[src/rtl/sevenseg_scan_ctrl.sv]
// Time-multiplexing scan controller for a 4-digit common-anode 7-segment
// display. A BCD value is staged through a load/ack handshake and only
// applied at a frame boundary, so one frame never mixes old and new digits.
// Each digit slot opens with a blanking gap to suppress ghosting.
//
// Load handshake: `load` is a one-cycle strobe that captures `value` into the
// staging register; loads before the next frame boundary overwrite it (the
// latest value wins). At the boundary the staged value (or a load arriving
// in that same cycle) moves to the displayed register, and `load_ack` pulses
// high for exactly one cycle in the following cycle. There is no backpressure
// on `load`: it is always accepted.
module sevenseg_scan_ctrl #(
    parameter int PRESCALE = 50000,
    parameter int BLANK    = 16
) (
    input  logic        clk,
    input  logic        reset,
    input  logic        load,
    input  logic [15:0] value,
    input  logic        lz_blank,
    input  logic [3:0]  dp_en,
    output logic        load_ack,
    output logic        frame_tick,
    output logic [3:0]  an,
    output logic [6:0]  cath,
    output logic        dp
);

    localparam int            CW        = $clog2(PRESCALE);
    localparam logic [CW-1:0] CNT_MAX   = CW'(PRESCALE - 1);
    localparam logic [CW-1:0] BLANK_END = CW'(BLANK);

    logic [CW-1:0] cnt;
    logic [1:0]    digit;
    logic [15:0]   shown;
    logic [15:0]   staging;
    logic          pending;

    logic          slot_end;
    logic          frame_boundary;
    logic          apply_value;

    logic [3:0]    nibble;
    logic          suppress;
    logic          blank_phase;
    logic [6:0]    seg;

    assign slot_end       = (cnt == CNT_MAX);
    assign frame_boundary = slot_end && (digit == 2'd3);
    assign apply_value    = frame_boundary && (pending || load);

    // Slot counter and digit pointer: the digit advances when a slot wraps.
    always_ff @(posedge clk or negedge reset) begin
        if (!reset) begin
            cnt   <= '0;
            digit <= 2'd0;
        end else if (slot_end) begin
            cnt   <= '0;
            digit <= digit + 2'd1;
        end else begin
            cnt   <= cnt + 1'b1;
        end
    end

    // Staging/shown registers: a load arriving on the boundary bypasses staging.
    always_ff @(posedge clk or negedge reset) begin
        if (!reset) begin
            shown   <= '0;
            staging <= '0;
            pending <= 1'b0;
        end else begin
            if (load) begin
                staging <= value;
            end
            if (apply_value) begin
                shown   <= load ? value : staging;
                pending <= 1'b0;
            end else if (load) begin
                pending <= 1'b1;
            end
        end
    end

    // One-cycle status pulses, both following the boundary cycle.
    always_ff @(posedge clk or negedge reset) begin
        if (!reset) begin
            load_ack   <= 1'b0;
            frame_tick <= 1'b0;
        end else begin
            load_ack   <= apply_value;
            frame_tick <= frame_boundary;
        end
    end

    // Leading-zero test: digit i is blanked when it and all higher nibbles are 0.
    always_comb begin
        nibble   = shown[{digit, 2'b00} +: 4];
        suppress = 1'b0;
        case (digit)
            2'd3:    suppress = (shown[15:12] == 4'h0);
            2'd2:    suppress = (shown[15:8]  == 8'h00);
            2'd1:    suppress = (shown[15:4]  == 12'h000);
            default: suppress = 1'b0;
        endcase
        suppress = suppress && lz_blank;
    end

    // BCD to active-low segments {g,f,e,d,c,b,a}; non-BCD nibbles stay dark.
    always_comb begin
        seg = 7'b1111111;
        case (nibble)
            4'd0:    seg = 7'b1000000;
            4'd1:    seg = 7'b1111001;
            4'd2:    seg = 7'b0100100;
            4'd3:    seg = 7'b0110000;
            4'd4:    seg = 7'b0011001;
            4'd5:    seg = 7'b0010010;
            4'd6:    seg = 7'b0000010;
            4'd7:    seg = 7'b1111000;
            4'd8:    seg = 7'b0000000;
            4'd9:    seg = 7'b0010000;
            default: seg = 7'b1111111;
        endcase
    end

    // Pin drive: everything off during the blanking gap at the start of a slot.
    always_comb begin
        blank_phase = (cnt < BLANK_END);
        an          = 4'b1111;
        cath        = 7'b1111111;
        dp          = 1'b1;
        if (!blank_phase) begin
            an   = ~(4'b0001 << digit);
            cath = suppress ? 7'b1111111 : seg;
            dp   = ~dp_en[digit];
        end
    end

endmodule
[config.mk]
export PLATFORM = sky130hd
export DESIGN_NAME = sevenseg_scan_ctrl
export DESIGN_NICKNAME = d
export VERILOG_FILES = /design/src/rtl/sevenseg_scan_ctrl.sv
export SDC_FILE = /design/constraint.sdc
export NUM_CORES = 1
export LEC_CHECK = 0
export ABC_AREA = 1
export CAP_MARGIN = 15
export CELL_PAD_IN_SITES_DETAIL_PLACEMENT = 0
export CELL_PAD_IN_SITES_GLOBAL_PLACEMENT = 1
export CORE_ASPECT_RATIO = 1.1
export CORE_MARGIN = 2
export CORE_UTILIZATION = 43
export CTS_CLUSTER_SIZE = 8
export DETAILED_ROUTE_END_ITERATION = 16
export PLACE_DENSITY_LB_ADDON = 0.1
export SYNTH_ARGS = -nofsm -noshare
export SYNTH_HDL_FRONTEND = slang
export SYNTH_SLANG_ARGS = --single-unit
[constraint.sdc]
create_clock -name clk -period 3.9 [get_ports clk]
set_clock_uncertainty 0.15 [all_clocks]
set_input_delay 0.39 -clock clk [delete_from_list [all_inputs] [get_ports clk]]
set_output_delay 0.39 -clock clk [all_outputs]
set_load 0.01 [all_outputs]
# == Word level (Yosys, flattened, before mapping) ==
# Memory sizes are Yosys's and may differ from the RTL's.
# Cells that the tools add are included.
# op_classes
add_sub_neg,2
order_cmp,2
n_eq_ne,4
n_shift,2
n_mux,11
bitwise,2
n_reduce_logical,8
# ops
operator,n
16-bit two-way mux,2
"16-bit by 1-bit adder with 16-bit output, second input constant",1
"16-bit == test, second input constant",1
"16-bit by 5-bit less-than comparator with 1-bit output, second input constant",1
16-bit by 5-bit indexed part select with 4-bit output,1
7-bit two-way mux,2
12-bit zero test,1
8-bit zero test,1
"2-bit == test, second input constant",2
4-bit zero test,1
1-bit two-way mux,4
4-bit two-way mux,1
4-bit NOT,1
"1-bit by 2-bit left shift with 4-bit output, first input constant",1
1-bit logical AND,3
"2-bit by 3-bit less-than comparator with 1-bit output, second input constant",1
1-bit case mux with 3 select lines,1
"2-bit by 1-bit adder with 2-bit output, second input constant",1
1-bit binary-select mux with 2-bit select,1
"2-bit by 1-bit == test with 1-bit output, second input constant",1
2-bit nonzero test,1
1-bit logical OR,1
1-bit NOT,1
# word_totals
ff_bits,53
romBits,112
inputBits,24
output_inout_bits,14
wordCells,39
n_memories,1
# memory_table
memory,words,word_bits,rd,rd_clocked_by_memory_dff,wr,line_no,source
(name not given),16,7,1,0,0,111,case (nibble)

# == Longest topological paths before layout ==
# Gate-level depths: netlist (run 1).
# depth
ltp_word,5
mapped_depth,11

# == Worst setup path after synthesis (run 1) ==
# OpenSTA, ideal clock, no wires.
# synth_path
path_kind,register to output
from,register digit[0]
to,output cath[6]
t_arrival_ns,1.453
required_time_ns,3.360
setup_slack_ns,1.907
path_stages_with_launch,10
n_path_buf,1
cell_sequence,dfrtp_1 -> buf_2 -> nand2_1 -> nand3_1 -> nand2_1 -> inv_1 -> ha_1 -> nand3b_1 -> nand3_1 -> nand3_1
# synth_between
elab_chain_len,5
elab_cells_between_ends,9
classes_between,eq/ne: 3; shift: 1; mux: 3; reduce/logical: 1; memory: 1
# synth_lines
item,line_no,source
"start, declared",34,logic [1:0] digit;
"start signal, assigned",59,digit <= digit + 2'd1;
branches (longest 3 deep; another with memory read 16 x 7 bit),n/a,
7-bit two-way mux (*),134,cath = suppress ? 7'b1111111 : seg;
7-bit two-way mux (*),132,if (!blank_phase) begin
"end, declared",25,"output logic [6:0] cath,"
# Mark *: on every way between the ends.

# == Final worst setup path (run 1) ==
# Ends and elaborated chain as after synthesis.

==> run_results.csv, run 1 <==
group,metric,value,unit
finish,multi_input_area,1371,um^2
placement,placed_cell_area,3316,um^2
sta,min_period_over_period,79.26,%
clock_network,cts_tree,"yes",
floorplanning,die_area,7376,um^2
sta,timing.final.hold_violations,0,
routing,drc,0,
power,ir_drop,0.0001697,V
floorplanning,pin_count,38,
logic_synthesis,ys_async_sr_fraction,100.0,%
worst_setup_path,worstSetupEndpointType,"output port",
power,p_switching,215.6,uW
clock_network,ctsResizeCount,0,
logic_synthesis,synth.most_common_cell,"nand2_1",
global_routing,grt_first_pass_wirelength,10920,um
clock_network,root_buffer,"clkbuf_8",
logic_synthesis,ys_types,27,
sta,setup_viol,0,
worst_hold_path,hp-start,"cnt[0]",
placement,place_congestion,0.8366,
sta,rsz0062_at_grt,"no",
logic_synthesis,netlist.area_leader.share,46.01,%
clock_network,cts_buffers,5,
routing,vias_per_cell,4.894,
finish,utilization,52.38,%
flow_run,maxCapViolCount,0,
logic_synthesis,synth_area_leader_cell,"dfrtp_1",
sta,min_period,3.091,ns
routing,postRouteAntennaNets,0,
logic_synthesis,ys_seq_area_share,46.01,%
clock_network,cts_sinks,53,
logic_synthesis,synth-edff-count,0,
floorplanning,core_area,6555,um^2
global_routing,grt-ovfl-total,0,
floorplanning,initial_core_util,43.98,%
floorplanning,die_x,82.07,um
routing,vias,2442,
global_routing,gr-usage-all-layers,18.94,%
sta,slew_violations,0,
global_routing,first_global_vias,2281,
worst_setup_path,timing.rr.start,"cnt[0]",
finish,fillers,669,
logic_synthesis,synthTopCellsByCount,"142 x nand2_1, 53 x dfrtp_1, 39 x nor2_1",
worst_setup_path,cp.required,3.36,ns
logic_synthesis,syn_area_per_cell,7.606,um^2
worst_setup_path,crit_fanout,15,
global_routing,antenna_found_initial,0,
finish,nNetsFinal,452,
global_routing,grt_start_max_net_pins,29,
routing,wl_per_cell,12.82,um
clock_network,cts_buffer_depth,2,
clock_network,clkLatencyLatePin,0.31,ns
power,p_per_area,290.9,nW/um^2
finish,syn2layout_area_growth,19.10,%
power,seqPwrFrac,56.8,%
worst_setup_path,crit_type,"reg2out",
placement,pre_cts_ws,1.135,ns
logic_synthesis,synth_area_leaders,"dfrtp_1 46%, nand2_1 18%, nand3_1 5.9%",
placement,port-buffer-count,37,
placement,hpwlAfterDp,4814,um
clock_network,cts_setup_buffers,0,
power,leakage,0.001768,uW
power,p_comb_share,6.2,%
clock_network,cts_max_level,2,
power,clockPowerShare,37.1,%
floorplanning,rows,31,
sta,clock.fmax,0.3235,GHz
logic_synthesis,ys_ff_latch,53,
worst_setup_path,cp.arrival,2.55,ns
routing,first_iter_violations,67,
logic_synthesis,syn-num-nets,414,
logic_synthesis,syn-instance-count,379,
logic_synthesis,ys.warnings.count,0,
finish,final_area,3433,um^2
routing,first_pass_iters,4,
sta,fin_tns_setup,0,ns
sta,worstMarginPinSlew,0.6077,ns
run_status,status,"finished clean",
worst_hold_path,hp-class,"reg2reg",
power,switching_share,21.59,%
logic_synthesis,synth_area,2883,um^2
clock_network,cts_hold_buf,1,
finish,layout-drive-gt1-share,5.516,%
finish,regArea,1326,um^2
power,intPower,783.2,uW
worst_setup_path,cp-start-kind,"register",
routing,wl,6395,um
floorplanning,die_h,89.88,um
logic_synthesis,synth-main-ff-cell,"dfrtp_1",
worst_setup_path,cp-startpoint,"digit[0]",
clock_network,clk_pin_slew,0.10,ns
finish,antennaDiodeCount,0,
sta,slew_headroom,59.49,%
sta,setup_ws,0.8087,ns
-- area by class of cell --
cell class	count	share of cell area, %
clock buffer	5	2.004
timing repair buffer	41	11.59
inverter	34	3.717
clock inverter	2	1.130
sequential	53	38.63
multi-input combinational	282	39.94
tap	82	2.988
-- layer usage --
| metal | track usage, % | share of wire [%] | vias to the layer above |
|---|---|---|---|
| li1 | - | - | 1281 |
| met1 | 26.54 | 49 | 1117 |
| met2 | 29.81 | 48 | 38 |
| met3 | 3.012 | 2.5 | 6 |
| met4 | 5.972 | 1.3 | 0 |
| met5 | 0 | 0 | - |
-- worst max-delay path: stages (launching register included) --
cell	delay [ns]
dfrtp_1	0.62
inv_2	0.20
nand2_1	0.10
nand3_1	0.07
nand2_1	0.18
inv_1	0.08
ha_1	0.18
nand3b_1	0.17
nand3_1	0.09
nand3_1	0.08
clkdlybuf4s50_1	0.49
-- through the flow --
step / hold slack [ns] / total power [uW] / cells
floorplan: -0.05559 / 598.8 / 379
global placement: 0.2835 / 639.3 / 491
detailed placement: 0.2900 / 640.8 / 491
finish: 0.3164 / 998.8 / 499
global route: 0.3596 / 1037 / 499
CTS: 0.3203 / 1015 / 499
-- registers in the layout, indices dropped and copies added, names as in the netlist --
| name | flops |
|---|---|
| staging | 16 |
| digit | 2 |
| load_ack | 1 |
| shown | 16 |
| cnt | 16 |
| frame_tick | 1 |
| pending | 1 |
-- final timing paths --
| kind | end | slack [ns] | depth (start not counted) |
|---|---|---|---|
| setup / recovery | cath[6] | 0.81 | 10 |
| hold / removal | cnt[0] | 0.32 | 1 |
| setup reg to reg | shown[15] | 1.77 | 10 |
| hold reg to reg | cnt[0] | 0.32 | 1 |
| max in group asynchronous | digit[0] | 2.35 | 3 |
| min in group asynchronous | cnt[5] | 0.46 | 2 |
-- logic make-up (layout without fill, tap and decap cells) --
family	count (synthesis)	after routing	synth area share [%]
adders and majority gates	11	11	4.774
AOI/OAI and AO/OA	12	12	2.431
xor gates and xnor gates	6	6	1.823
DFF	53	53	46.01
and+or+nand+nor	253	253	38.54
buffers and inverters	44	82	6.423
-- power groups by stage --
stage | clock network [uW] | registers [uW] | logic [uW]
after floorplan | 0 | 577 | 21.5
after global placement | 0 | 578 | 61.6
after detailed placement | 0 | 578 | 62.8
after CTS | 384 | 567 | 63.5
after global routing | 398 | 568 | 70.6
final | 370 | 567 | 61.6
-- layout by cell type, fill, tap and decap left out --
cell,synthesis,layout
nand2_1,142,142
dfrtp_1,53,53
nor2_1,39,39
clkdlybuf4s50_1,0,36
nand3_1,34,34
inv_1,30,30
nand4_1,18,18
ha_1,11,11
o21ai_0,6,6
nor3_1,6,6
xor2_1,6,6
clkbuf_8,0,5
inv_2,3,3
nor2_2,3,3
nand2_2,3,3
nand3b_1,3,3
buf_4,2,3
nor3b_1,2,2
a21oi_1,2,2
o21bai_1,2,2
a21oi_2,1,1
and2_0,1,1
nor2_8,1,1
clkinv_1,1,1
nand3_4,1,1
o22ai_1,1,1
bufinv_16,0,1
inv_6,0,1
dlygate4sd3_1,0,1
buf_2,4,1
Power figures use the tool's default switching activity.
==> inputs of run 2 (changes only) <==
Settings changed: CORE_UTILIZATION 43 to 40.
Clock period 3.9 ns to 2.9 ns, I/O delays scaled along.
==> run_results.csv, run 2 (synthesis results as in run 1) <==
group,metric,value,unit
clock_network,clkLatencyLatePin,0.31,ns
routing,wl_per_cell,13.09,um
placement,dp.cells,497,
routing,wl,6650,um
worst_setup_path,crit_type,"reg2out",
worst_setup_path,cp.required,2.46,ns
global_routing,grt-ovfl-total,0,
finish,utilization,50.09,%
worst_setup_path,cp_top_family,"buffers and inverters",
sta,min_period,2.743,ns
floorplanning,die_area,7902,um^2
finish,nNetsFinal,457,
finish,layout-drive-gt1-share,8.038,%
power,power,1362,uW
clock_network,clk_pin_slew,0.11,ns
worst_setup_path,r2r_cells,10,
placement,port-buffer-count,37,
routing,vias_per_cell,4.888,
placement,place_congestion,0.7947,
clock_network,cts_tree,"yes",
worst_hold_path,hp-class,"in2async",
finish,syn2layout_area_growth,21.74,%
finish,fin_cells,508,
flow_run,maxCapViolCount,0,
floorplanning,core_area,7007,um^2
power,leakage,0.001841,uW
run_status,status,"finished clean",
sta,rsz0062_at_grt,"no",
global_routing,antenna_found_initial,0,
global_routing,first_global_vias,2478,
worst_setup_path,slowest_delay,0.48,ns
worst_setup_path,cp-start-kind,"register",
sta,slew_headroom,68.85,%
global_routing,gr-usage-all-layers,18.52,%
clock_network,cts_buffers,5,
worst_setup_path,cp_slowest_cell,"clkdlybuf4s50_1",
worst_setup_path,worstSetupEndpointType,"output port",
clock_network,cts_sinks,53,
finish,mostFrequentLayoutCells,"141 x nand2_1, 51 x dfrtp_1, 39 x nor2_1",
floorplanning,rows,32,
sta,fin_tns_setup,0,ns
worst_setup_path,cp.arrival,2.30,ns
worst_setup_path,cp-startpoint,"digit[0]",
finish,layout_commonest_cell,"nand2_1",
routing,drc,0,
worst_setup_path,path_cells,"buf_4 > nand2_1 > nand3_1 > nand2_2 > inv_1 > ha_1 > nand3b_1 > nand3_1 > nand3_1 > clkdlybuf4s50_1",
worst_setup_path,cp.depth,10,
routing,vias,2483,
sta,worstMarginPinSlew,0.4644,ns
worst_setup_path,timing.rr.start,"cnt[0]",
sta,clock.fmax,0.3646,GHz
power,p_comb_share,6.2,%
power,intPower,1058,uW
worst_setup_path,timing.rr.end,"pending",
power,seqPwrFrac,56.0,%
routing,first_iter_violations,97,
clock_network,cts_max_level,2,
routing,postRouteAntennaNets,0,
sta,slew_violations,0,
finish,top_regs,"cnt (16), shown (16), staging (16)",
power,p_switching,304.7,uW
floorplanning,initial_core_util,41.14,%
floorplanning,pin_count,38,
finish,antennaDiodeCount,0,
clock_network,cts_buffer_depth,2,
worst_setup_path,cpMostUsedCell,"nand3_1",
worst_setup_path,path_buf_inv,3,
power,switching_share,22.37,%
power,ir_drop,0.0001842,V
floorplanning,die_h,93.04,um
worst_setup_path,cp-endpoint,"cath[6]",
routing,first_pass_iters,4,
sta,setup_viol,0,
power,p_per_area,388.2,nW/um^2
floorplanning,die_x,84.94,um
worst_setup_path,ff2ff_setup_slack,0.91,ns
placement,hpwlAfterDp,5042,um
clock_network,root_buffer,"clkbuf_8",
global_routing,grt_first_pass_wirelength,11760,um
power,clockPowerShare,37.8,%
worst_setup_path,crit_fanout,11,
global_routing,grt_start_max_net_pins,22,
sta,min_period_over_period,94.58,%
sta,timing.final.hold_violations,0,
sta,timing.hold.ws,0.2412,ns
[run 2: cell types whose count changed in the layout (fill, tap and decap cells not counted), moves of 2 or more]
cell / change
dfrtp_2: +2
buf_4: +5
nand3_1: -2
clkdlybuf4s50_1: -2
dlymetal6s2s_1: +2
nand3_2: +2
dfrtp_1: -2
[run 2: worst register-to-register path: cells and delay by family, from the launching register on]
family                   cells  cell delay (ns)
flip-flops                   1             0.38
buffers and inverters        4             0.42
AND/OR/NAND/NOR              4             0.56
AO/OA/AOI/OAI                1             0.22
adder cells (fa/ha/maj)      1             0.17
[run 2: area by class of cell]
class	instances	area, um^2
inverter	34	130.1
fill	719	3497
multi-input combinational	282	1391
clock inverter	3	43.79
clock buffer	5	68.82
sequential	53	1329
tap	85	106.4
timing repair buffer	46	440.4
[run 2: worst min path at each step]
stage                      from      end  slack, ns  depth (start not counted)
final                     reset  cnt[13]       0.24                          2
after global routing      reset   cnt[6]       0.27                          2
after CTS                 reset  cnt[13]       0.26                          2
after detailed placement  reset  cnt[13]       0.07                          1
after global placement    reset   cnt[5]       0.06                          1
after floorplan           reset   cnt[0]      -0.16                          0
[run 2: routing by layer]
metal | share of wire, % | up-vias | track usage [%] | routed length [um]
met3 | 3.5 | 8 | 3.001 | 236
met5 | 0 | - | 0 | 0
met2 | 48 | 51 | 31.18 | 3175
li1 | - | 1294 | - | -
met4 | 1.6 | 0 | 5.688 | 105
met1 | 47 | 1130 | 24.46 | 3133
[run 2: through the flow]
stage | area (um^2) | worst slack, ns
detailed placement | 3342 | 0.4305
floorplan | 2883 | 1.007
global placement | 3342 | 0.4397
global route | 3510 | 0.0008031
finish | 3510 | 0.1571
CTS | 3465 | 0.08888
[run 2: repair_timing]
action	4_1_cts	5_1_grt
setup buffers	0	2
hold endpoints to repair	12	0
hold buffers	1	0
resized for setup	0	9
setup endpoints to repair	0	6
[run 2: power by group through the flow]
stage | Combinational, uW | Sequential, uW | Clock, uW
2_1_floorplan | 28.9 | 776 | 0
3_3_place_gp | 85.2 | 777 | 0
4_1_cts | 87.0 | 763 | 530
5_1_grt | 98.3 | 764 | 561
6_report | 84.6 | 762 | 515
3_5_place_dp | 85.8 | 777 | 0
